$ cat src/rtl/axis_rr_arbiter_pkg.sv
// Shared types and helpers for the stream round-robin arbiter.
// Holds the FSM encoding and the round-robin index search.
package axis_rr_arbiter_pkg;

  localparam int RR_MAX_SRC = 16;

  typedef enum logic {
    IDLE  = 1'b0,
    GRANT = 1'b1
  } state_t;

  // First requesting index after 'last', wrapping modulo n.
  // Returns 'last' when nothing requests.
  function automatic int rr_next(
    input logic [RR_MAX_SRC-1:0] req,
    input int                    last,
    input int                    n
  );
    int r;
    int k;
    r = last;
    for (int i = RR_MAX_SRC; i >= 1; i--) begin
      k = last + i;
      if (k >= n) k = k - n;
      if (i <= n && req[4'(k)]) r = k;
    end
    return r;
  endfunction

endpackage

$ cat src/rtl/axis_rr_arbiter_if.sv
// Source-side and merged-side stream signals of the arbiter.
// master: arbiter view, slave: producers/consumer view.
interface axis_rr_arbiter_if #(
  parameter int DATA_WIDTH = 32,
  parameter int NUM_SRC    = 4,
  parameter int SRC_WIDTH  = 2
);

  logic [NUM_SRC*DATA_WIDTH-1:0] s_axis_tdata;
  logic [NUM_SRC-1:0]            s_axis_tvalid;
  logic [NUM_SRC-1:0]            s_axis_tlast;
  logic [NUM_SRC-1:0]            s_axis_tready;
  logic [DATA_WIDTH-1:0]         m_axis_tdata;
  logic                          m_axis_tvalid;
  logic                          m_axis_tlast;
  logic [SRC_WIDTH-1:0]          m_axis_tuser;
  logic                          m_axis_tready;

  modport master (
    input  s_axis_tdata,
    input  s_axis_tvalid,
    input  s_axis_tlast,
    output s_axis_tready,
    output m_axis_tdata,
    output m_axis_tvalid,
    output m_axis_tlast,
    output m_axis_tuser,
    input  m_axis_tready
  );

  modport slave (
    output s_axis_tdata,
    output s_axis_tvalid,
    output s_axis_tlast,
    input  s_axis_tready,
    input  m_axis_tdata,
    input  m_axis_tvalid,
    input  m_axis_tlast,
    input  m_axis_tuser,
    output m_axis_tready
  );

endinterface

$ cat src/rtl/axis_rr_arbiter_rr_pick.sv
// Combinational rotate-and-priority-encode picker.
// Finds the next requester after the last grant, with wrap.
module axis_rr_arbiter_rr_pick
  import axis_rr_arbiter_pkg::*;
#(
  parameter int NUM_SRC   = 4,
  parameter int SRC_WIDTH = 2
) (
  input  logic [NUM_SRC-1:0]   req,
  input  logic [SRC_WIDTH-1:0] last,
  output logic [SRC_WIDTH-1:0] idx,
  output logic                 vld
);

  assign idx = SRC_WIDTH'(rr_next(RR_MAX_SRC'(req),
                                  int'(last), NUM_SRC));
  assign vld = |req;

endmodule

$ cat src/rtl/axis_rr_arbiter.sv
// Round-robin merge of NUM_SRC streams into one registered
// stream; grant held until tlast or MAX_BURST words.
module axis_rr_arbiter
  import axis_rr_arbiter_pkg::*;
#(
  parameter int DATA_WIDTH = 32,
  parameter int NUM_SRC    = 4,
  parameter int SRC_WIDTH  = 2,
  parameter int MAX_BURST  = 16
) (
  input  logic                 aclk,
  input  logic                 areset,
  axis_rr_arbiter_if.master    bus,
  input  logic [NUM_SRC-1:0]   cfg_enable,
  output logic [SRC_WIDTH-1:0] sts_grant,
  output logic                 sts_busy
);

  localparam logic [15:0] BURST_END = 16'(MAX_BURST - 1);

  state_t                state_q;
  state_t                state_d;
  logic [SRC_WIDTH-1:0]  grant_q;
  logic [SRC_WIDTH-1:0]  pick_idx;
  logic                  pick_vld;
  logic [15:0]           burst_q;
  logic [NUM_SRC-1:0]    req;
  logic [NUM_SRC-1:0]    tready;
  logic                  xfer;
  logic                  is_last;
  logic [DATA_WIDTH-1:0] tdata_q;
  logic [SRC_WIDTH-1:0]  tuser_q;
  logic                  tvalid_q;
  logic                  tlast_q;

  assign req = bus.s_axis_tvalid & cfg_enable;

  axis_rr_arbiter_rr_pick #(
    .NUM_SRC   (NUM_SRC),
    .SRC_WIDTH (SRC_WIDTH)
  ) u_rr_pick (
    .req  (req),
    .last (grant_q),
    .idx  (pick_idx),
    .vld  (pick_vld)
  );

  assign xfer    = bus.s_axis_tvalid[grant_q] & tready[grant_q];
  assign is_last = bus.s_axis_tlast[grant_q]
                 | (burst_q == BURST_END);

  // state register
  always_ff @(posedge aclk or posedge areset) begin
    if (areset) state_q <= IDLE;
    else        state_q <= state_d;
  end

  // next state: arbitrate in IDLE, release on last word
  always_comb begin
    state_d = state_q;
    unique case (state_q)
      IDLE:    if (pick_vld) state_d = GRANT;
      GRANT:   if (xfer && is_last) state_d = IDLE;
      default: state_d = IDLE;
    endcase
  end

  // outputs: only the granted source sees ready
  always_comb begin
    tready   = '0;
    sts_busy = 1'b0;
    if (state_q == GRANT) begin
      tready[grant_q] = ~tvalid_q | bus.m_axis_tready;
      sts_busy        = 1'b1;
    end
  end

  // grant index and per-grant word counter
  always_ff @(posedge aclk or posedge areset) begin
    if (areset) begin
      grant_q <= SRC_WIDTH'(NUM_SRC - 1);
      burst_q <= '0;
    end else if (state_q == IDLE && pick_vld) begin
      grant_q <= pick_idx;
      burst_q <= '0;
    end else if (xfer) begin
      burst_q <= is_last ? '0 : burst_q + 16'd1;
    end
  end

  // output register: load on accept, clear valid on drain
  always_ff @(posedge aclk or posedge areset) begin
    if (areset) begin
      tvalid_q <= 1'b0;
      tlast_q  <= 1'b0;
      tdata_q  <= '0;
      tuser_q  <= '0;
    end else if (xfer) begin
      tvalid_q <= 1'b1;
      tlast_q  <= is_last;
      tdata_q  <= bus.s_axis_tdata[int'(grant_q)*DATA_WIDTH +: DATA_WIDTH];
      tuser_q  <= grant_q;
    end else if (bus.m_axis_tready) begin
      tvalid_q <= 1'b0;
    end
  end

  assign bus.s_axis_tready = tready;
  assign bus.m_axis_tdata  = tdata_q;
  assign bus.m_axis_tvalid = tvalid_q;
  assign bus.m_axis_tlast  = tlast_q;
  assign bus.m_axis_tuser  = tuser_q;
  assign sts_grant         = grant_q;

endmodule
$ cat src/flat_wrapper.sv
// flat-port wrapper written by rule: the top's interface ports become plain ports
module axis_rr_arbiter_flat import axis_rr_arbiter_pkg::*;
#(
  parameter int DATA_WIDTH = 32,
  parameter int NUM_SRC    = 4,
  parameter int SRC_WIDTH  = 2,
  parameter int MAX_BURST  = 16
)
  (aclk, areset, cfg_enable, sts_grant, sts_busy, bus_s_axis_tdata, bus_s_axis_tvalid, bus_s_axis_tlast, bus_s_axis_tready, bus_m_axis_tdata, bus_m_axis_tvalid, bus_m_axis_tlast, bus_m_axis_tuser, bus_m_axis_tready);
  axis_rr_arbiter_if #(.DATA_WIDTH(DATA_WIDTH), .NUM_SRC(NUM_SRC), .SRC_WIDTH(SRC_WIDTH)) bus_i ();
  input  logic aclk;
  input  logic areset;
  input  logic [NUM_SRC-1:0] cfg_enable;
  output logic [SRC_WIDTH-1:0] sts_grant;
  output logic sts_busy;
  input wire logic [$bits(bus_i.s_axis_tdata)-1:0] bus_s_axis_tdata;
  input wire logic [$bits(bus_i.s_axis_tvalid)-1:0] bus_s_axis_tvalid;
  input wire logic [$bits(bus_i.s_axis_tlast)-1:0] bus_s_axis_tlast;
  output wire logic [$bits(bus_i.s_axis_tready)-1:0] bus_s_axis_tready;
  output wire logic [$bits(bus_i.m_axis_tdata)-1:0] bus_m_axis_tdata;
  output wire logic [$bits(bus_i.m_axis_tvalid)-1:0] bus_m_axis_tvalid;
  output wire logic [$bits(bus_i.m_axis_tlast)-1:0] bus_m_axis_tlast;
  output wire logic [$bits(bus_i.m_axis_tuser)-1:0] bus_m_axis_tuser;
  input wire logic [$bits(bus_i.m_axis_tready)-1:0] bus_m_axis_tready;
  assign bus_i.s_axis_tdata = bus_s_axis_tdata;
  assign bus_i.s_axis_tvalid = bus_s_axis_tvalid;
  assign bus_i.s_axis_tlast = bus_s_axis_tlast;
  assign bus_s_axis_tready = bus_i.s_axis_tready;
  assign bus_m_axis_tdata = bus_i.m_axis_tdata;
  assign bus_m_axis_tvalid = bus_i.m_axis_tvalid;
  assign bus_m_axis_tlast = bus_i.m_axis_tlast;
  assign bus_m_axis_tuser = bus_i.m_axis_tuser;
  assign bus_i.m_axis_tready = bus_m_axis_tready;
  axis_rr_arbiter #(.DATA_WIDTH(DATA_WIDTH), .NUM_SRC(NUM_SRC), .SRC_WIDTH(SRC_WIDTH), .MAX_BURST(MAX_BURST)) u_core (.aclk(aclk), .areset(areset), .bus(bus_i), .cfg_enable(cfg_enable), .sts_grant(sts_grant), .sts_busy(sts_busy));
endmodule
$ cat config.mk
export PLATFORM = sky130hd
export DESIGN_NAME = axis_rr_arbiter_flat
export DESIGN_NICKNAME = d
export VERILOG_FILES = /design/src/rtl/axis_rr_arbiter_pkg.sv /design/src/rtl/axis_rr_arbiter_if.sv /design/src/rtl/axis_rr_arbiter_rr_pick.sv /design/src/rtl/axis_rr_arbiter.sv /design/src/flat_wrapper.sv
export SDC_FILE = /design/constraint.sdc
export NUM_CORES = 1
export LEC_CHECK = 0
export BUFFER_PORTS_ARGS = -buffer_cell sky130_fd_sc_hd__buf_4
export CAP_MARGIN = 20
export CELL_PAD_IN_SITES_DETAIL_PLACEMENT = 2
export CELL_PAD_IN_SITES_GLOBAL_PLACEMENT = 2
export CORE_UTILIZATION = 26
export DETAILED_ROUTE_END_ITERATION = 6
export GPL_TIMING_DRIVEN = 0
export HOLD_SLACK_MARGIN = 0.06
export PLACE_DENSITY = 0.85
export SYNTH_ARGS = -nofsm -noshare
export SYNTH_HDL_FRONTEND = slang
export SYNTH_SLANG_ARGS = --single-unit
$ cat constraint.sdc
create_clock -name aclk -period 3.85 [get_ports aclk]
set_input_delay 0.77 -clock aclk [delete_from_list [all_inputs] [get_ports aclk]]
set_output_delay 0.77 -clock aclk [all_outputs]
set_load 0.02 [all_outputs]
; Word-level counts from Yosys, hierarchy flattened
; Cells that the tools add are included.
[op_classes]
n_reduce_logical = 8
n_mux = 38
n_lt_le_gt_ge = 10
shifts = 1
n_eq_ne = 1
bitwise_logic = 7
n_addsub = 9
mul = 0
div_mod_pow = 0
[op_table]
columns = operator, count
row1 = 128-bit by 8-bit indexed part select with 32-bit output, 1
row2 = 16-bit 2-to-1 mux, 3
row3 = "4-bit by 6-bit < comparator with 1-bit output, second input constant", 4
row4 = 4-bit 2-to-1 mux, 5
row5 = 1-bit 2-to-1 mux, 17
row6 = "16-bit by 1-bit adder with 16-bit output, second input constant", 1
row7 = 1-bit binary-select mux with 4-bit select, 4
row8 = "16-bit by 4-bit == test with 1-bit output, second input constant", 1
row9 = "3-bit by 3-bit subtractor with 4-bit output, second input constant", 3
row10 = "3-bit greater-or-equal comparator, second input constant", 3
row11 = 4-bit bitwise AND, 2
row12 = 2-bit 2-to-1 mux, 4
row13 = "2-bit by 2-bit adder with 3-bit output, second input constant", 2
row14 = 1-bit binary-select mux with 2-bit select, 3
row15 = "2-bit by 3-bit adder with 4-bit output, second input constant", 1
row16 = "4-bit by 3-bit greater-or-equal comparator with 1-bit output, second input constant", 1
row17 = 2-bit nonzero test, 2
row18 = 4-bit nonzero test, 1
row19 = 4-bit OR reduction, 1
row20 = "4-bit by 3-bit subtractor with 4-bit output, second input constant", 1
row21 = "2-bit by 1-bit adder with 3-bit output, second input constant", 1
row22 = 1-bit logical AND, 3
row23 = "2-bit by 3-bit < comparator with 1-bit output, second input constant", 1
row24 = 1-bit demux with 2-bit select, 1
row25 = 6 further kinds, 8
[totals]
out_inout_bits = 43
memories = 0
rom_bits = 0
reg_bits = 55
latch_bits = 0
wordCells = 81
mem_bits_rw = 0

; Longest topological paths before layout
; Gate-level depths: netlist of run 1.
[logic_depth]
ltp_word = 12
mapped_depth = 12
mapped_depth_nobuf = 7

; By module
; A second synthesis of run 1 with hierarchy kept.
[hier_totals]
hier_cells = 348
area_unflattened_um2 = 3569.7
[by_module_without_submodules]
columns = mod, seq_area_each_um2, area_each_um2, cells_per_inst, instances
row1 = axis_rr_arbiter, 1378.8, 3313.2, 318, 1
row2 = axis_rr_arbiter_rr_pick, 0.0, 256.5, 30, 1

; Least setup slack after synthesis of run 1
; OpenSTA, ideal clock, no wires.
[synth_timing]
kind = register -> register
startpoint = register u_core.grant_q[0] (netlist: u_core.sts_grant[0])
endpoint = register u_core.burst_q[3]
stages_incl_launch_ff = 12
setup_slack_ns = 0.890
t_arrival_ns = 2.839
synth_period_minus_slack_ns = 2.960
n_path_buf = 4
t_required_ns = 3.728
cell_sequence = dfstp_2 > buf_2 > buf_2 > buf_2 > inv_1 > ha_1 > nand2_1 > o21ai_0 > o211ai_1 > clkbuf_1 > nor2_1 > a32o_1
[synth_via]
elab_chain_len = 10
elab_cells_between_ends = 19
classes_between = 2 x order compare / 12 x mux / 3 x bitwise / 2 x reduce/logical
[synth_lines]
columns = item, line_no
row1 = start: declaration, axis_rr_arbiter.sv:23  ; logic [SRC_WIDTH-1:0] grant_q;
row2 = start signal: assignment, axis_rr_arbiter.sv:81  ; grant_q <= SRC_WIDTH'(NUM_SRC - 1);
row3 = start signal: assignment, axis_rr_arbiter.sv:84  ; grant_q <= pick_idx;
row4 = 2-bit by 3-bit < comparator with 1-bit output (implied by the code) / 2-bit by 1-bit greater-or-equal comparator with 1-bit output (equally long branches), axis_rr_arbiter.sv:73  ; tready[grant_q] = ~tvalid_q | bus.m_axis_tready;
row5 = 1-bit logical AND (implied by the code), axis_rr_arbiter.sv:73
row6 = 1-bit 2-to-1 mux (implied by the code), axis_rr_arbiter.sv:73
row7 = 1-bit demux with 2-bit select, --
row8 = 4-bit bitwise AND (no source line), --
row9 = 4-bit 2-to-1 mux, axis_rr_arbiter.sv:72  ; if (state_q == GRANT) begin
row10 = 1-bit binary-select mux with 2-bit select, axis_rr_arbiter.sv:48  ; assign xfer = bus.s_axis_tvalid[grant_q] & tready[grant_q];
row11 = 1-bit 2-to-1 mux (implied by the code), axis_rr_arbiter.sv:48
row12 = 1-bit bitwise AND, axis_rr_arbiter.sv:48
row13 = 2-bit nonzero test (no source line), --
row14 = end signal: assignment, axis_rr_arbiter.sv:87  ; burst_q <= is_last ? '0 : burst_q + 16'd1;
row15 = end: declaration, axis_rr_arbiter.sv:26  ; logic [15:0] burst_q;
; Several ways; a longest one is shown, not always the timed one. The select of a mux whose other input is x is not followed.
; A chain may end at the register's enable or synchronous reset.

; Final worst setup path of run 1
[layout_timing]
startpoint = register u_core.grant_q[0] (netlist: u_core.sts_grant[0])
endpoint = register u_core.tdata_q[28] (netlist: u_core.bus.m_axis_tdata[28])
[layout_via]
elab_chain_len = 9
elab_cells_between_ends = 13
classes_between = 2 x order compare / 1 x shift / 7 x mux / 2 x bitwise / 1 x reduce/logical
[layout_lines]
columns = item, line_no
row1 = 2-bit by 3-bit < comparator with 1-bit output (implied by the code) / 2-bit by 1-bit greater-or-equal comparator with 1-bit output (equally long branches), axis_rr_arbiter.sv:73
row2 = 1-bit logical AND (implied by the code), axis_rr_arbiter.sv:73
row3 = 1-bit 2-to-1 mux (implied by the code), axis_rr_arbiter.sv:73
row4 = 1-bit demux with 2-bit select, --
row5 = 4-bit bitwise AND (no source line), --
row6 = 4-bit 2-to-1 mux, axis_rr_arbiter.sv:72
row7 = 1-bit binary-select mux with 2-bit select, axis_rr_arbiter.sv:48
row8 = 1-bit 2-to-1 mux (implied by the code), axis_rr_arbiter.sv:48
row9 = 1-bit bitwise AND, axis_rr_arbiter.sv:48
row10 = end signal: assignment, axis_rr_arbiter.sv:101  ; tdata_q <= bus.s_axis_tdata[int'(grant_q)*DATA_WIDTH +: DATA_WIDTH];
row11 = end: declaration, axis_rr_arbiter.sv:31  ; logic [DATA_WIDTH-1:0] tdata_q;
; Several ways; a longest one is shown, not always the timed one. The select of a mux whose other input is x is not followed.

==> results of run 1 <==
cells by family (layout without fill, tap and decap cells):
| logic type | count (synthesis) | count (layout) | synth area share, % |
|---|---|---|---|
| AO/OA/AOI/OAI | 48 | 48 | 9.633 |
| AND/OR/NAND/NOR | 190 | 190 | 24.67 |
| buffers and inverters | 26 | 221 | 3.493 |
| XOR/XNOR | 1 | 1 | 0.2470 |
| adder cells (fa/ha/maj) | 6 | 6 | 2.117 |
| flip-flops | 55 | 55 | 38.88 |
| multiplexers | 33 | 33 | 20.96 |
final timing paths:
path | slack (ns) | to | startpoint
max | 0.33 | u_core.bus.m_axis_tdata[28] | u_core.sts_grant[0]
min in group aclk | 0.49 | u_core.bus.m_axis_tdata[5] | u_core.bus.m_axis_tdata[5]
max in group asynchronous | 2.79 | u_core.sts_grant[0] | areset
min reg2reg | 0.49 | u_core.bus.m_axis_tdata[5] | u_core.bus.m_axis_tdata[5]
min | 0.44 | u_core.bus.m_axis_tdata[11] | areset
max reg2reg | 0.33 | u_core.bus.m_axis_tdata[28] | u_core.sts_grant[0]
flip-flops by register name, summed over array words and instances (netlist names):
register / flops
u_core.bus.m_axis_tlast: 1
u_core.bus.m_axis_tuser: 2
u_core.sts_grant: 2
u_core.bus.m_axis_tvalid: 1
u_core.burst_q: 16
u_core.state_q: 1
u_core.bus.m_axis_tdata: 32
worst register-to-register path, cell delays in order, from the launching register on:
cell and delay, ns:
sky130_fd_sc_hd__dfstp_2 0.41, sky130_fd_sc_hd__buf_2 0.19, sky130_fd_sc_hd__buf_2 0.23, sky130_fd_sc_hd__clkbuf_4 0.27, sky130_fd_sc_hd__inv_1 0.23, sky130_fd_sc_hd__ha_1 0.26, sky130_fd_sc_hd__nand2_1 0.10, sky130_fd_sc_hd__o211ai_1 0.24
sky130_fd_sc_hd__o211a_1 0.33, sky130_fd_sc_hd__buf_1 0.52, sky130_fd_sc_hd__buf_1 0.45, sky130_fd_sc_hd__nand2_1 0.14, sky130_fd_sc_hd__nand2_1 0.10
power groups by stage:
stage | logic (uW) | registers, uW | clock network [uW]
global placement | 2230 | 960 | 0
global route | 2530 | 988 | 640
finish | 2320 | 962 | 608
CTS | 2360 | 968 | 616
floorplan | 1210 | 1170 | 0
detailed placement | 2330 | 974 | 0
area by class of cell:
cell class | instances | area (um2)
fillers | 1448 | 7913
inverters | 3 | 11.26
multi-input cells | 278 | 2043
well taps | 176 | 220.2
flip-flops and latches | 55 | 1379
repair buffers | 187 | 1416
plain buffers | 23 | 116.4
clock buffers | 5 | 125.1
clock inverters | 3 | 71.32
layer usage:
| metal | track usage (%) | up-vias | share of wire (%) |
|---|---|---|---|
| met5 | 0 | - | 0 |
| met4 | 6.408 | 0 | 2.2 |
| met3 | 4.102 | 22 | 5.6 |
| met2 | 40.35 | 137 | 55 |
| met1 | 23.46 | 1910 | 37 |
| li1 | - | 1714 | - |
synthesized netlist by cell type, types with 4 or more instances:
library cell,instances,area share (%)
sky130_fd_sc_hd__clkbuf_1,10,1.1
sky130_fd_sc_hd__nor2_1,9,0.95
sky130_fd_sc_hd__and3_1,5,0.88
sky130_fd_sc_hd__nand2_1,124,13
sky130_fd_sc_hd__nand3_1,14,2.0
sky130_fd_sc_hd__a21oi_1,11,1.6
sky130_fd_sc_hd__or4_1,5,1.1
sky130_fd_sc_hd__ha_1,6,2.1
sky130_fd_sc_hd__nand4_1,8,1.4
sky130_fd_sc_hd__nor3_1,5,0.71
sky130_fd_sc_hd__dfrtp_1,53,37
sky130_fd_sc_hd__a32o_1,4,1.1
sky130_fd_sc_hd__o21ai_0,4,0.56
sky130_fd_sc_hd__mux4_2,33,21
sky130_fd_sc_hd__buf_2,9,1.3
what timing repair did:
action | in CTS | in global routing
pin swaps | 1 | 0
gates resized for setup | 0 | 3
endpoints found under the setup margin | 39 | 21
buffers inserted | 1 | 0
stage by stage:
step	setup TNS [ns]	power [uW]
5_1_grt	0	4159
6_report	0	3894
4_1_cts	0	3945
3_3_place_gp	-2.006	3189
2_1_floorplan	0	2376
3_5_place_dp	-3.646	3308
==> impl_metrics.xml, run 1 <==
<?xml version="1.0" encoding="UTF-8"?>
<metrics>
  <group name="status">
    <metric name="status" unit="">finished clean</metric>
  </group>
  <group name="timing">
    <metric name="max-slew-margin-rel" unit="%">56.49</metric>
    <metric name="min_period_over_period" unit="%">91.42</metric>
    <metric name="report.final.setup_viol" unit="">0</metric>
    <metric name="max_slew.worst_pin.slew" unit="ns">0.6526</metric>
    <metric name="finalWorstPathRequiredPeriod" unit="ns">3.519</metric>
    <metric name="worst_setup_skew_after_layout" unit="ns">0.006115</metric>
    <metric name="max_freq" unit="MHz">284.1</metric>
    <metric name="rsz0062_at_grt" unit="">false</metric>
    <metric name="hold_violations" unit="">0</metric>
    <metric name="final-max-slew-violation-count" unit="">0</metric>
    <metric name="finalWorstSetupSlack" unit="ns">0.3305</metric>
    <metric name="worst_hold_slack_across_all_endpoints" unit="ns">0.4433</metric>
  </group>
  <group name="global_routing">
    <metric name="groute.usage.overall" unit="%">21.19</metric>
    <metric name="grt_pass1_wl" unit="um">23070</metric>
    <metric name="grt_pass1_vias" unit="">4368</metric>
    <metric name="antenna_found_initial" unit="">0</metric>
    <metric name="grt_remaining_overflow" unit="">0</metric>
    <metric name="largest_net_degree_at_the_start_of_global_routing" unit="">40</metric>
  </group>
  <group name="layout">
    <metric name="area_growth_syn_to_fin" unit="%">51.80</metric>
    <metric name="finish.instance_area" unit="mm2">0.005383</metric>
    <metric name="num-nets-final" unit="">702</metric>
    <metric name="diodes" unit="">0</metric>
    <metric name="layoutNonFillerInstCount" unit="">730</metric>
    <metric name="final_util" unit="%">40.49</metric>
    <metric name="fraction_of_final_layout_cells_with_drive_strength_greater_than_1" unit="%">44.40</metric>
    <metric name="mostFrequentLayoutCells" unit="">sky130_fd_sc_hd__buf_4, sky130_fd_sc_hd__nand2_1, sky130_fd_sc_hd__dfrtp_1, sky130_fd_sc_hd__mux4_2, sky130_fd_sc_hd__nand3_1</metric>
    <metric name="layout_commonest_cell" unit="">sky130_fd_sc_hd__buf_4</metric>
  </group>
  <group name="setup_path">
    <metric name="r2r.worst_path.cells" unit="">12</metric>
    <metric name="timing.critical_path.arrival" unit="ns">3.76</metric>
    <metric name="path_buf_inv" unit="">6</metric>
    <metric name="timing.critical_path.fanout_max" unit="">10</metric>
    <metric name="critical-path-top-cell-by-count" unit="">sky130_fd_sc_hd__nand2_1</metric>
    <metric name="timing.critical_path.from_type" unit="">register</metric>
    <metric name="crit_cells" unit="">12</metric>
    <metric name="critPathTopFamily" unit="">buffers and inverters</metric>
    <metric name="crit_type" unit="">register to register</metric>
    <metric name="cp_slowest_cell" unit="">sky130_fd_sc_hd__buf_1</metric>
    <metric name="worstPathCellList" unit="">buf_2, buf_2, clkbuf_4, inv_1, ha_1, nand2_1, o211ai_1, o211a_1, buf_1, buf_1, nand2_1, nand2_1</metric>
    <metric name="cp_slowest_stage_delay" unit="ns">0.52</metric>
    <metric name="critical_path_required" unit="ns">4.09</metric>
    <metric name="cp_endpoint_kind" unit="">register</metric>
  </group>
  <group name="clock_tree">
    <metric name="ctsHtreeMaxLevel" unit="">2</metric>
    <metric name="root_cell_of_the_clock_tree" unit="">sky130_fd_sc_hd__clkbuf_16</metric>
    <metric name="tritoncts.num_buffers" unit="">5</metric>
    <metric name="hold_buffers" unit="">0</metric>
    <metric name="clock_tree.buffer_depth" unit="">2</metric>
    <metric name="cts.reportedPaths.clkPinSlew" unit="ns">0.08</metric>
    <metric name="clkLatencyLatePin" unit="ns">0.30</metric>
    <metric name="clock_sinks" unit="">55</metric>
    <metric name="clock_tree_from_tritoncts" unit="">done</metric>
  </group>
  <group name="yosys">
    <metric name="yosys_most_used_dff" unit="">sky130_fd_sc_hd__dfrtp_1</metric>
    <metric name="post_synth.cell_area_avg" unit="um2">9.877</metric>
    <metric name="async_flop_share" unit="%">100.0</metric>
    <metric name="mappedNetlistNets" unit="">508</metric>
    <metric name="synth.yosys.warnings" unit="">0</metric>
    <metric name="synth_edf_count" unit="">0</metric>
    <metric name="mappedNetlistArea" unit="mm2">0.003546</metric>
    <metric name="yosys_register_bits" unit="">55</metric>
    <metric name="synth_cell_type_count" unit="">48</metric>
    <metric name="synth-seq-area-share" unit="%">38.88</metric>
    <metric name="postSynthCellCount" unit="">359</metric>
  </group>
  <group name="power_and_ir_drop">
    <metric name="power_report.internal_total" unit="uW">2170</metric>
    <metric name="power.switching_fraction" unit="%">44.27</metric>
    <metric name="power_share_of_the_sequential_group" unit="%">24.7</metric>
    <metric name="switching_power" unit="uW">1724</metric>
    <metric name="peakVddDrop" unit="uV">225.0</metric>
    <metric name="power_frac_comb" unit="%">59.7</metric>
    <metric name="pwr_density_cell" unit="mW/mm2">723.4</metric>
    <metric name="power.leakage" unit="uW">0.002568</metric>
    <metric name="power.share.clock" unit="%">15.6</metric>
  </group>
  <group name="placement">
    <metric name="placement.setup.worst_slack" unit="ns">-0.2117</metric>
    <metric name="gp_routability_congestion" unit="">0.8458</metric>
    <metric name="dp_hpwl" unit="um">11740</metric>
    <metric name="buffer_ports.inserted" unit="">185</metric>
    <metric name="dp.cells" unit="">721</metric>
    <metric name="dpl_cell_area" unit="mm2">0.005175</metric>
  </group>
  <group name="routing">
    <metric name="vias_per_cell" unit="">5.182</metric>
    <metric name="postRouteWirelength" unit="um">14720</metric>
    <metric name="post-route-drc-count" unit="">0</metric>
    <metric name="detail_route.wl_per_cell" unit="um">20.16</metric>
    <metric name="route.vias.total" unit="">3783</metric>
    <metric name="1st_iter_drt_viols" unit="">168</metric>
    <metric name="detail-route-antenna-nets" unit="">0</metric>
    <metric name="drtPass1Iterations" unit="">4</metric>
  </group>
  <group name="floorplanning">
    <metric name="start_util" unit="%">26.67</metric>
    <metric name="chipWidth" unit="um">118.8</metric>
    <metric name="std_cell_rows" unit="">42</metric>
    <metric name="top_level_ports" unit="">186</metric>
    <metric name="design.die.area" unit="mm2">0.01411</metric>
    <metric name="fp.dieH" unit="um">118.8</metric>
    <metric name="core_box_area" unit="mm2">0.01330</metric>
  </group>
  <group name="job">
    <metric name="max_cap_viols" unit="">0</metric>
  </group>
  <group name="min_path">
    <metric name="hold_class" unit="">input pin to asynchronous set/reset pin</metric>
  </group>
</metrics>
Power figures use the tool's default switching activity.
==> run 2, diff against run 1 <==
--- a/config.mk
+++ b/config.mk
@@ -9,7 +9,9 @@
 export CAP_MARGIN = 20
 export CELL_PAD_IN_SITES_DETAIL_PLACEMENT = 2
 export CELL_PAD_IN_SITES_GLOBAL_PLACEMENT = 2
+export CORE_ASPECT_RATIO = 0.7
 export CORE_UTILIZATION = 26
+export CTS_CLUSTER_SIZE = 24
 export DETAILED_ROUTE_END_ITERATION = 6
 export GPL_TIMING_DRIVEN = 0
 export HOLD_SLACK_MARGIN = 0.06
==> run 2 against run 1 <==
  * Sequential power increased by 0.4%
  * Global-route usage increased by 1.3 points
  * Maximum frequency down 1.1%
  * First-iteration DRC count decreased by 42%
  * Non-clock buffer count unchanged
  * Critical path type unchanged
  * Highest routed layer unchanged
==> impl_metrics.xml, run 2 (synthesis gave the netlist of run 1 again) <==
<?xml version="1.0" encoding="UTF-8"?>
<metrics>
  <group name="status">
    <metric name="status" unit="">finished clean</metric>
  </group>
  <group name="placement">
    <metric name="gp_routability_congestion" unit="">0.8363</metric>
    <metric name="dp.cells" unit="">730</metric>
    <metric name="placement.setup.worst_slack" unit="ns">-0.2249</metric>
    <metric name="buffer_ports.inserted" unit="">185</metric>
    <metric name="dp_hpwl" unit="um">12340</metric>
  </group>
  <group name="clock_tree">
    <metric name="clkLatencyLatePin" unit="ns">0.30</metric>
    <metric name="root_cell_of_the_clock_tree" unit="">sky130_fd_sc_hd__clkbuf_16</metric>
    <metric name="clock_sinks" unit="">55</metric>
    <metric name="ctsHtreeMaxLevel" unit="">2</metric>
    <metric name="clock_tree.buffer_depth" unit="">2</metric>
    <metric name="clock_tree_from_tritoncts" unit="">done</metric>
    <metric name="cts.reportedPaths.clkPinSlew" unit="ns">0.08</metric>
    <metric name="tritoncts.num_buffers" unit="">5</metric>
  </group>
  <group name="setup_path">
    <metric name="path_buf_inv" unit="">6</metric>
    <metric name="setup.reg_to_reg.worst_slack" unit="ns">0.29</metric>
    <metric name="cp_slowest_cell" unit="">sky130_fd_sc_hd__dfstp_2</metric>
    <metric name="cp_endpoint_kind" unit="">register</metric>
    <metric name="cp_slowest_stage_delay" unit="ns">0.59</metric>
    <metric name="timing.critical_path.arrival" unit="ns">3.78</metric>
    <metric name="reg2reg_capture_point" unit="">u_core.burst_q[1]</metric>
    <metric name="crit_type" unit="">register to register</metric>
    <metric name="timing.critical_path.fanout_max" unit="">10</metric>
    <metric name="r2r.worst_path.cells" unit="">12</metric>
    <metric name="crit_cells" unit="">12</metric>
    <metric name="critPathTopFamily" unit="">buffers and inverters</metric>
    <metric name="timing.critical_path.from_type" unit="">register</metric>
    <metric name="timing.rr.start" unit="">u_core.sts_grant[0]</metric>
    <metric name="critPathCapture" unit="">u_core.burst_q[1]</metric>
    <metric name="critical_path_required" unit="ns">4.07</metric>
    <metric name="crit_start" unit="">u_core.sts_grant[0]</metric>
    <metric name="worstPathCellList" unit="">buf_2, buf_2, clkbuf_4, inv_1, ha_1, nand2_1, o21ai_0, o211ai_1, buf_4, clkbuf_1, nand2_1, a21oi_1</metric>
  </group>
  <group name="layout">
    <metric name="mostFrequentLayoutCells" unit="">sky130_fd_sc_hd__buf_4, sky130_fd_sc_hd__nand2_1, sky130_fd_sc_hd__dfrtp_1, sky130_fd_sc_hd__mux4_2, sky130_fd_sc_hd__nand3_1</metric>
    <metric name="num-nets-final" unit="">702</metric>
    <metric name="largest_register_ffs" unit="">32</metric>
    <metric name="fraction_of_final_layout_cells_with_drive_strength_greater_than_1" unit="%">44.58</metric>
    <metric name="area_growth_syn_to_fin" unit="%">50.92</metric>
    <metric name="layoutNonFillerInstCount" unit="">740</metric>
    <metric name="layout_commonest_cell" unit="">sky130_fd_sc_hd__buf_4</metric>
  </group>
  <group name="routing">
    <metric name="routed-wl-met2" unit="um">7861</metric>
    <metric name="detail_route.wl_per_cell" unit="um">21.07</metric>
    <metric name="detail-route-antenna-nets" unit="">0</metric>
    <metric name="1st_iter_drt_viols" unit="">97</metric>
    <metric name="route.vias.total" unit="">3779</metric>
    <metric name="topRoutingLayerUsed" unit="">met4</metric>
    <metric name="postRouteWirelength" unit="um">15590</metric>
    <metric name="vias_per_cell" unit="">5.107</metric>
    <metric name="post-route-drc-count" unit="">0</metric>
    <metric name="wl_met3" unit="um">815</metric>
    <metric name="detail_route.wirelength.met1" unit="um">6619</metric>
    <metric name="drtPass1Iterations" unit="">4</metric>
  </group>
  <group name="timing">
    <metric name="finalWorstPathRequiredPeriod" unit="ns">3.560</metric>
    <metric name="max_freq" unit="MHz">280.9</metric>
    <metric name="final-max-slew-violation-count" unit="">0</metric>
    <metric name="max_slew.worst_pin.slew" unit="ns">0.7314</metric>
    <metric name="finalWorstSetupSlack" unit="ns">0.2898</metric>
    <metric name="worst_hold_slack_across_all_endpoints" unit="ns">0.4821</metric>
    <metric name="report.final.setup_viol" unit="">0</metric>
    <metric name="min_period_over_period" unit="%">92.47</metric>
    <metric name="rsz0062_at_grt" unit="">false</metric>
    <metric name="max-slew-margin-rel" unit="%">51.24</metric>
    <metric name="worst_setup_skew_after_layout" unit="ns">0.007988</metric>
    <metric name="hold_violations" unit="">0</metric>
  </group>
  <group name="power_and_ir_drop">
    <metric name="power.leakage" unit="uW">0.002546</metric>
    <metric name="pwr_density_cell" unit="mW/mm2">711.0</metric>
    <metric name="peakVddDrop" unit="uV">232.1</metric>
  </group>
  <group name="global_routing">
    <metric name="largest_net_degree_at_the_start_of_global_routing" unit="">30</metric>
    <metric name="antenna_found_initial" unit="">1</metric>
    <metric name="groute.usage.overall" unit="%">22.51</metric>
    <metric name="grt_pass1_wl" unit="um">24250</metric>
    <metric name="grt_pass1_vias" unit="">4369</metric>
    <metric name="grt_remaining_overflow" unit="">0</metric>
  </group>
  <group name="floorplanning">
    <metric name="design.die.area" unit="mm2">0.01412</metric>
    <metric name="chipWidth" unit="um">141.6</metric>
    <metric name="top_level_ports" unit="">186</metric>
    <metric name="std_cell_rows" unit="">35</metric>
    <metric name="fp.dieH" unit="um">99.71</metric>
    <metric name="start_util" unit="%">26.81</metric>
    <metric name="core_box_area" unit="mm2">0.01323</metric>
  </group>
  <group name="min_path">
    <metric name="hold_class" unit="">register to register</metric>
  </group>
  <group name="job">
    <metric name="max_cap_viols" unit="">0</metric>
  </group>
</metrics>
-- run 2: cell count changes in the layout (fill, tap and decap cells not counted), sizes merged --
cell      previous run  this run
buf                199       198
bufinv               2         0
clkbuf              16        17
clkinv               0         2
clkinvlp             0         1
diode                0         1
inv                  4         3
-- run 2: how the worst min path moves through the flow --
stage                                 from  slack [ns]                     endpoint  cells past startpoint
6_report       u_core.bus.m_axis_tdata[16]        0.48  u_core.bus.m_axis_tdata[16]                      2
4_1_cts        u_core.bus.m_axis_tdata[16]        0.49  u_core.bus.m_axis_tdata[16]                      2
2_1_floorplan            u_core.burst_q[4]        0.52            u_core.burst_q[4]                      2
5_1_grt        u_core.bus.m_axis_tdata[29]        0.52  u_core.bus.m_axis_tdata[29]                      2
3_5_place_dp   u_core.bus.m_axis_tdata[25]        0.47  u_core.bus.m_axis_tdata[25]                      2
3_3_place_gp   u_core.bus.m_axis_tdata[21]        0.46  u_core.bus.m_axis_tdata[21]                      2
-- run 2: power breakdown --
part | internal, uW | leakage (uW) | switching, uW | total (uW)
clock network | 244 | 0.0000700 | 233 | 477
logic | 993 | 0.00178 | 1370 | 2360
registers | 802 | 0.000700 | 164 | 966
-- run 2: timing repair --
item	4_1_cts	5_1_grt
hold endpoints to repair	0	0
hold buffers	0	0
resized for setup	0	4
pin swaps	1	0
buffers inserted	1	0
endpoints found under the setup margin	36	40
-- run 2: per-stage QoR --
stage	setup TNS (ns)	total power (uW)	cell area, um2	util [%]
detailed placement	-4.506	3327	5186	39.21
floorplan	0	2376	3546	-
CTS	0	3843	5344	40.41
global route	0	4068	5351	40.46
global placement	-0.2181	3189	5166	39.06
finish	0	3805	5351	40.46
-- run 2: layout make-up --
class / count / area, um2
buffer: 23 / 117.6
inverter: 3 / 11.26
sequential: 55 / 1379
tap: 185 / 231.5
clock inverter: 3 / 25.02
antenna: 1 / 2.502
multi-input combinational: 278 / 2043
clock buffer: 5 / 125.1
fill: 1481 / 7874
timing repair buffer: 187 / 1416
-- run 2: tightest hold or removal path, stage by stage, from the launching register on --
cell                      delay (ns)
sky130_fd_sc_hd__dfrtp_1        0.35
sky130_fd_sc_hd__nand2_1        0.05
sky130_fd_sc_hd__nand2_1        0.05
-- run 2: layer usage --
| layer | up-vias | track usage [%] |
|---|---|---|
| li1 | 1710 | - |
| met1 | 1929 | 27.05 |
| met2 | 125 | 41.04 |
| met3 | 15 | 4.189 |
| met4 | 0 | 6.534 |
| met5 | - | 0 |
